**config.mk**
```make
export PLATFORM = sky130hd
export DESIGN_NAME = imem_loader
export DESIGN_NICKNAME = d
export VERILOG_FILES = /design/src/rtl/imem_loader.sv
export SDC_FILE = /design/constraint.sdc
export NUM_CORES = 1
export LEC_CHECK = 0
export ABC_AREA = 1
export CAP_MARGIN = 20
export CORE_MARGIN = 2
export CORE_UTILIZATION = 44
export DETAILED_ROUTE_END_ITERATION = 7
export MAX_ROUTING_LAYER = met4
export PLACE_DENSITY = 0.66
export REMOVE_ABC_BUFFERS = 1
export SLEW_MARGIN = 20
export SYNTH_ARGS = -nofsm -noshare
export SYNTH_HDL_FRONTEND = slang
export SYNTH_SLANG_ARGS = --single-unit
```
**constraint.sdc**
```tcl
create_clock -name clk -period 2.02 [get_ports clk]
set_input_delay 0.303 -clock clk [delete_from_list [all_inputs] [get_ports clk]]
set_output_delay 0.303 -clock clk [all_outputs]
set_load 0.01 [all_outputs]
```
**src/rtl/imem_loader.sv**
```systemverilog
// imem_loader
//   Front end of the instruction memory. Takes the program as CHUNK_WIDTH-bit
//   chunks on a valid/ready handshake. It packs CHUNKS chunks into one word,
//   with the first chunk in the LSBs. It writes each word to consecutive imem
//   addresses. It then compares one trailing chunk with the running XOR of all
//   program chunks. On a match, done is raised and drives the CPU enable. On a
//   mismatch, error is raised and the loader waits for restart.
//
// Ports
//   clk       system clock, rising edge
//   rst_n     synchronous reset, active low
//   restart   synchronous restart of the load sequence
//   in_valid  chunk present on in_chunk
//   in_chunk  program / checksum chunk
//   in_ready  chunk accepted this cycle when in_valid is high
//   wr_en     imem write strobe, one-cycle pulse
//   wr_addr   imem write address (held between writes)
//   wr_data   imem write data (held between writes)
//   done      program loaded and checksum good (level)
//   error     checksum mismatch (level)
module imem_loader #(
    parameter int INSTR_WIDTH = 15,
    parameter int CHUNK_WIDTH = 5,
    parameter int CHUNKS      = 3,
    parameter int ADDR_WIDTH  = 3
) (
    input  logic                   clk,
    input  logic                   rst_n,
    input  logic                   restart,
    input  logic                   in_valid,
    input  logic [CHUNK_WIDTH-1:0] in_chunk,
    output logic                   in_ready,
    output logic                   wr_en,
    output logic [ADDR_WIDTH-1:0]  wr_addr,
    output logic [INSTR_WIDTH-1:0] wr_data,
    output logic                   done,
    output logic                   error
);

    localparam int CNT_W = (CHUNKS > 1) ? $clog2(CHUNKS) : 1;
    localparam logic [CNT_W-1:0]      LAST_CHUNK = CNT_W'(CHUNKS - 1);
    localparam logic [ADDR_WIDTH-1:0] LAST_ADDR  = '1;

    typedef enum logic [1:0] {
        S_LOAD  = 2'd0,
        S_CHECK = 2'd1,
        S_DONE  = 2'd2,
        S_ERROR = 2'd3
    } state_t;

    state_t                 state_q, state_d;
    logic [CNT_W-1:0]       cnt_q;
    logic [ADDR_WIDTH-1:0]  addr_q;
    logic [CHUNK_WIDTH-1:0] csum_q;
    logic [INSTR_WIDTH-1:0] word_q;
    logic [INSTR_WIDTH-1:0] word_next;
    logic                   accept;
    logic                   last_chunk;

    assign accept     = in_valid & in_ready;
    assign last_chunk = (cnt_q == LAST_CHUNK);

    // Current word with the incoming chunk merged in. On the last chunk of a
    // word this is the complete instruction. Slots above cnt_q may hold
    // leftovers from an earlier word. Each slot is rewritten before it is
    // used, so those leftovers never reach wr_data.
    always_comb begin
        word_next = word_q;
        word_next[int'(cnt_q)*CHUNK_WIDTH +: CHUNK_WIDTH] = in_chunk;
    end

    // ---------------- FSM: state register ----------------
    always_ff @(posedge clk) begin
        if (!rst_n) state_q <= S_LOAD;
        else        state_q <= state_d;
    end

    // ---------------- FSM: next state ----------------
    // The move to CHECK happens on the same edge that schedules the last
    // write. The checksum chunk can therefore follow the last program chunk
    // with no gap.
    always_comb begin
        state_d = state_q;
        if (restart) begin
            state_d = S_LOAD;
        end else begin
            case (state_q)
                S_LOAD:
                    if (accept && last_chunk && addr_q == LAST_ADDR)
                        state_d = S_CHECK;
                S_CHECK:
                    if (accept)
                        state_d = (in_chunk == csum_q) ? S_DONE : S_ERROR;
                default: state_d = state_q;
            endcase
        end
    end

    // ---------------- FSM: outputs ----------------
    // Gating with rst_n keeps these low during reset cycles, even before the
    // reset edge has reached the state register.
    always_comb begin
        in_ready = rst_n && (state_q == S_LOAD || state_q == S_CHECK);
        done     = rst_n && (state_q == S_DONE);
        error    = rst_n && (state_q == S_ERROR);
    end

    // ---------------- Datapath ----------------
    // Restart drops the chunk offered in the same cycle. A write pulse that
    // is already on wr_en this cycle has been issued, so restart does not
    // cancel it.
    always_ff @(posedge clk) begin
        if (!rst_n) begin
            cnt_q   <= '0;
            addr_q  <= '0;
            csum_q  <= '0;
            word_q  <= '0;
            wr_en   <= 1'b0;
            wr_addr <= '0;
            wr_data <= '0;
        end else begin
            wr_en <= 1'b0;
            if (restart) begin
                cnt_q  <= '0;
                addr_q <= '0;
                csum_q <= '0;
            end else if (accept && state_q == S_LOAD) begin
                csum_q <= csum_q ^ in_chunk;
                word_q <= word_next;
                if (last_chunk) begin
                    cnt_q   <= '0;
                    addr_q  <= addr_q + 1'b1;
                    wr_en   <= 1'b1;
                    wr_addr <= addr_q;
                    wr_data <= word_next;
                end else begin
                    cnt_q <= cnt_q + 1'b1;
                end
            end
        end
    end

endmodule
```
==> impl_table.tex <==
\begin{tabular}{lr}
\hline
Metric & Value \\
\hline
\multicolumn{2}{l}{\textbf{Status}} \\
\quad Status & finished clean \\
\multicolumn{2}{l}{\textbf{Power}} \\
\quad Psw & 0.421 mW \\
\quad Overall power of the completed layout & 1.82 mW \\
\quad Power share of the combinational group & 10.3\% \\
\quad Largest voltage drop on the vdd net & 290 uV \\
\quad Sw frac & 23.2\% \\
\quad Leakage power of the design & 1.26 nW \\
\quad Part of the power in registers & 51.6\% \\
\quad Pwr Density & 671 nW/um2 \\
\quad Power share of the clock group & 38.0\% \\
\quad Internal power & 1.40 mW \\
\multicolumn{2}{l}{\textbf{Setup path}} \\
\quad Beginning of the critical path & rst\_n \\
\quad Ordered cell list for the critical path & clkdlybuf4s50\_1, inv\_1, nor3\_1, clkdlybuf4s50\_1 \\
\quad Worst reg2reg path startpoint & cnt\_q[0] \\
\quad Type of element capturing the critical path & primary output \\
\quad Critical path peak fanout & 4 \\
\quad Sort of element at the start of the critical path & input pin \\
\quad Max incr delay on CP & 570 ps \\
\quad Buffers \& Inverters on Critical Path & 3 \\
\quad Required time worst endpoint & 1720 ps \\
\quad Endpoint arrival time on the critical path & 1670 ps \\
\quad Setup Crit Path Kind & input pin to primary output \\
\quad Cell with the largest stage delay on the worst path & clkdlybuf4s50\_1 \\
\quad Worst Setup EP & done \\
\quad Cell repeated most along the worst path & clkdlybuf4s50\_1 \\
\quad Depth of the critical timing path with buffers and inverters included & 4 \\
\quad Worst-case register-to-register setup slack & 430 ps \\
\quad Worst path top cell family by delay & buffers and inverters \\
\quad Cell count of the worst reg-to-reg path & 9 \\
\quad Worst r2r dst & wr\_data[6] \\
\multicolumn{2}{l}{\textbf{Synth}} \\
\quad Seq/Total Area, Yosys & 41.0\% \\
\quad Mean instance size in the synthesized netlist & 6.47 um2 \\
\quad Count of different cell masters after synthesis & 20 \\
\quad Leading cell types by total area after synthesis & dfxtp\_1 (41\%), nand2\_1 (16\%), nor2\_1 (15\%), inv\_1 (7.7\%), ha\_1 (4.5\%) \\
\quad Post-synth top area cell & dfxtp\_1 \\
\quad Post-synthesis sequential element count & 46 \\
\quad Warnings from Yosys & 0 \\
\quad Share of the synthesized area in the top cell type & 41.0\% \\
\quad Post-synthesis instance area & 2240 um2 \\
\quad Cells after synthesis & 347 \\
\multicolumn{2}{l}{\textbf{Final layout}} \\
\quad Area of the multi-input gates & 1070 um2 \\
\quad Fill count & 520 \\
\quad Synthesis-to-layout area growth & 20.7\% \\
\quad Finished layout cell area & 2710 um2 \\
\quad \# nets final & 394 \\
\quad Antenna diodes & 0 \\
\quad Cell Count, Final, Fillers Out & 444 \\
\quad Share of final-layout standard cells stronger than drive strength 1 & 4.51\% \\
\quad Area occupied by registers & 921 um2 \\
\multicolumn{2}{l}{\textbf{Clock network}} \\
\quad Clock tree from TritonCTS & built \\
\quad Total CTS buffers & 5 \\
\quad CTS hold repair buffers & 0 \\
\quad Number of cells upsized or downsized after cts & 0 \\
\quad H-Tree Level Count & 2 \\
\quad Clock root buffer & clkbuf\_8 \\
\quad Insertion delay of the later-clocked pin in the worst-skew pair & 300 ps \\
\quad Maximum number of buffers from clock root to sink & 2 \\
\quad Post-CTS setup buffer count & 0 \\
\quad TritonCTS Sinks & 46 \\
\quad CTS clock-pin slew for the worst setup and hold paths & 80 ps \\
\multicolumn{2}{l}{\textbf{Timing}} \\
\quad Achievable frequency & 0.507 GHz \\
\quad Fin crit share & 97.6\% \\
\quad Worst Max-Slew Pin Slew & 476 ps \\
\quad RSZ-0062 raised after global routing & no \\
\quad Relative slew slack & 68.1\% \\
\quad Setup TNS & 0 ps \\
\quad Skew final & 3.39 ps \\
\quad Number of setup violations in the final report & 0 \\
\quad Final Hold Violating Endpoints & 0 \\
\quad Final count of pins violating max slew & 0 \\
\quad Tmin final & 1970 ps \\
\multicolumn{2}{l}{\textbf{Die}} \\
\quad Die area & 5690 um2 \\
\quad Floorplan Core Area & 4820 um2 \\
\quad Site row count & 25 \\
\quad Die outline height & 75.4 um \\
\quad Count of boundary I/O pins & 31 \\
\quad Starting utilization of the core area & 46.6\% \\
\quad Horizontal extent of the die & 75.4 um \\
\multicolumn{2}{l}{\textbf{Routing}} \\
\quad Routed vias & 2,037 \\
\quad Number of vias per cell & 4.59 \\
\quad Total wire length & 4450 um \\
\quad Average routed wire per standard cell & 10.0 um \\
\quad DRC & 0 \\
\quad Number of routed nets with antenna violations & 0 \\
\quad Length of the first detailed-routing pass in iterations & 4 \\
\quad Iteration-0 DRC Markers & 92 \\
\multicolumn{2}{l}{\textbf{Global route}} \\
\quad Antenna violations before repair & 0 \\
\quad Global-route wire length before repair & 7690 um \\
\quad Overall Global Routing Usage & 18.2\% \\
\quad Pin count of the biggest net entering global routing & 31 \\
\quad Vias in the first global route & 1,804 \\
\quad Remaining global-route overflow & 0 \\
\multicolumn{2}{l}{\textbf{Place}} \\
\quad DP HPWL & 3170 um \\
\quad GP Congestion & 0.776 \\
\quad Dpl cells & 437 \\
\quad Instance area after placement & 2600 um2 \\
\quad Total of buffers placed on input and output ports & 30 \\
\multicolumn{2}{l}{\textbf{Min path}} \\
\quad Type of the worst min-delay path & flop to flop \\
\multicolumn{2}{l}{\textbf{Flow run}} \\
\quad Max cap viols & 0 \\
\hline
\end{tabular}
state kept, by name, summed over array words and instances, names as in the netlist:
register,flops
csum_q,5
wr_data,15
state_q,2
wr_en,1
cnt_q,2
wr_addr,3
addr_q,3
word_q,15
power groups by stage:
stage | Clock [mW] | Combinational (mW) | Sequential (mW)
after floorplan | 0 | 0.117 | 0.959
after global routing | 0.751 | 0.216 | 0.942
after detailed placement | 0 | 0.188 | 0.960
final | 0.691 | 0.188 | 0.938
after CTS | 0.717 | 0.189 | 0.939
after global placement | 0 | 0.186 | 0.959
layer usage:
metal  track usage (%)  part of all wire [%]  vias up
met2              29.2                    46       32
met3              4.10                   4.4        8
li1                  -                     -     1108
met4              7.60                   1.9        0
met1              22.1                    48      889
met5                 -                     0        -
Yosys cell counts, drive strengths merged:
| cell type | number |
|---|---|
| o21ai | 10 |
| nand3 | 8 |
| nor3 | 7 |
| nand4 | 7 |
| inv | 48 |
| a21oi | 9 |
| o22ai | 5 |
| nor2 | 92 |
| ha | 8 |
| buf | 8 |
| clkbuf | 3 |
| dfxtp | 46 |
| nand2 | 96 |
cell usage in the layout (no fill, tap or decap), drive strengths merged:
cell type       n
nand2          96
nor2           92
inv            48
dfxtp          46
clkdlybuf4s50  30
o21ai          10
a21oi           9
ha              8
nand3           8
nor3            7
nand4           7
clkbuf          6
o22ai           5
buf             4
bufinv          1
worst min path at each step:
stage                         start          to  slack (ps)  depth (start not counted)
after global routing      csum_q[1]   csum_q[1]         500                          2
after floorplan               rst_n  wr_data[5]         420                          2
after detailed placement  csum_q[1]   csum_q[1]         470                          2
after CTS                 csum_q[1]   csum_q[1]         480                          2
after global placement    csum_q[4]   csum_q[4]         450                          2
final                     csum_q[1]   csum_q[1]         480                          2
area by class of cell:
class | count | share of cell area [%]
multi-input cells | 242 | 39.4
inverters | 48 | 6.65
well taps | 67 | 3.09
clock inverters | 1 | 1.11
flip-flops and latches | 46 | 34.0
clock buffers | 6 | 3.05
repair buffers | 34 | 12.7
kinds of logic after synthesis:
| group | Yosys count | share of synthesized area [%] |
|---|---|---|
| AO/OA/AOI/OAI | 24 | 5.63 |
| flip-flops | 46 | 41.0 |
| buffers and inverters | 59 | 11.4 |
| AND/OR/NAND/NOR | 210 | 37.5 |
| adder cells (fa/ha/maj) | 8 | 4.46 |
metrics by stage:
| step | setup slack [ps] | hold WS, ps | utilization (%) |
|---|---|---|---|
| finish | 48.8 | 476 | 56.2 |
| global route | 3.10 | 504 | 56.2 |
| CTS | 40.8 | 478 | 56.2 |
| detailed placement | 65.4 | 466 | 53.9 |
| global placement | 66.1 | 455 | 53.9 |
| floorplan | 477 | 423 | - |
worst min-delay path, stage by stage, from the launching register on:
cell     delay (ps)
dfxtp_1         320
inv_1            60
a21oi_1          60
No activity file was read; power rests on OpenSTA's default activity.
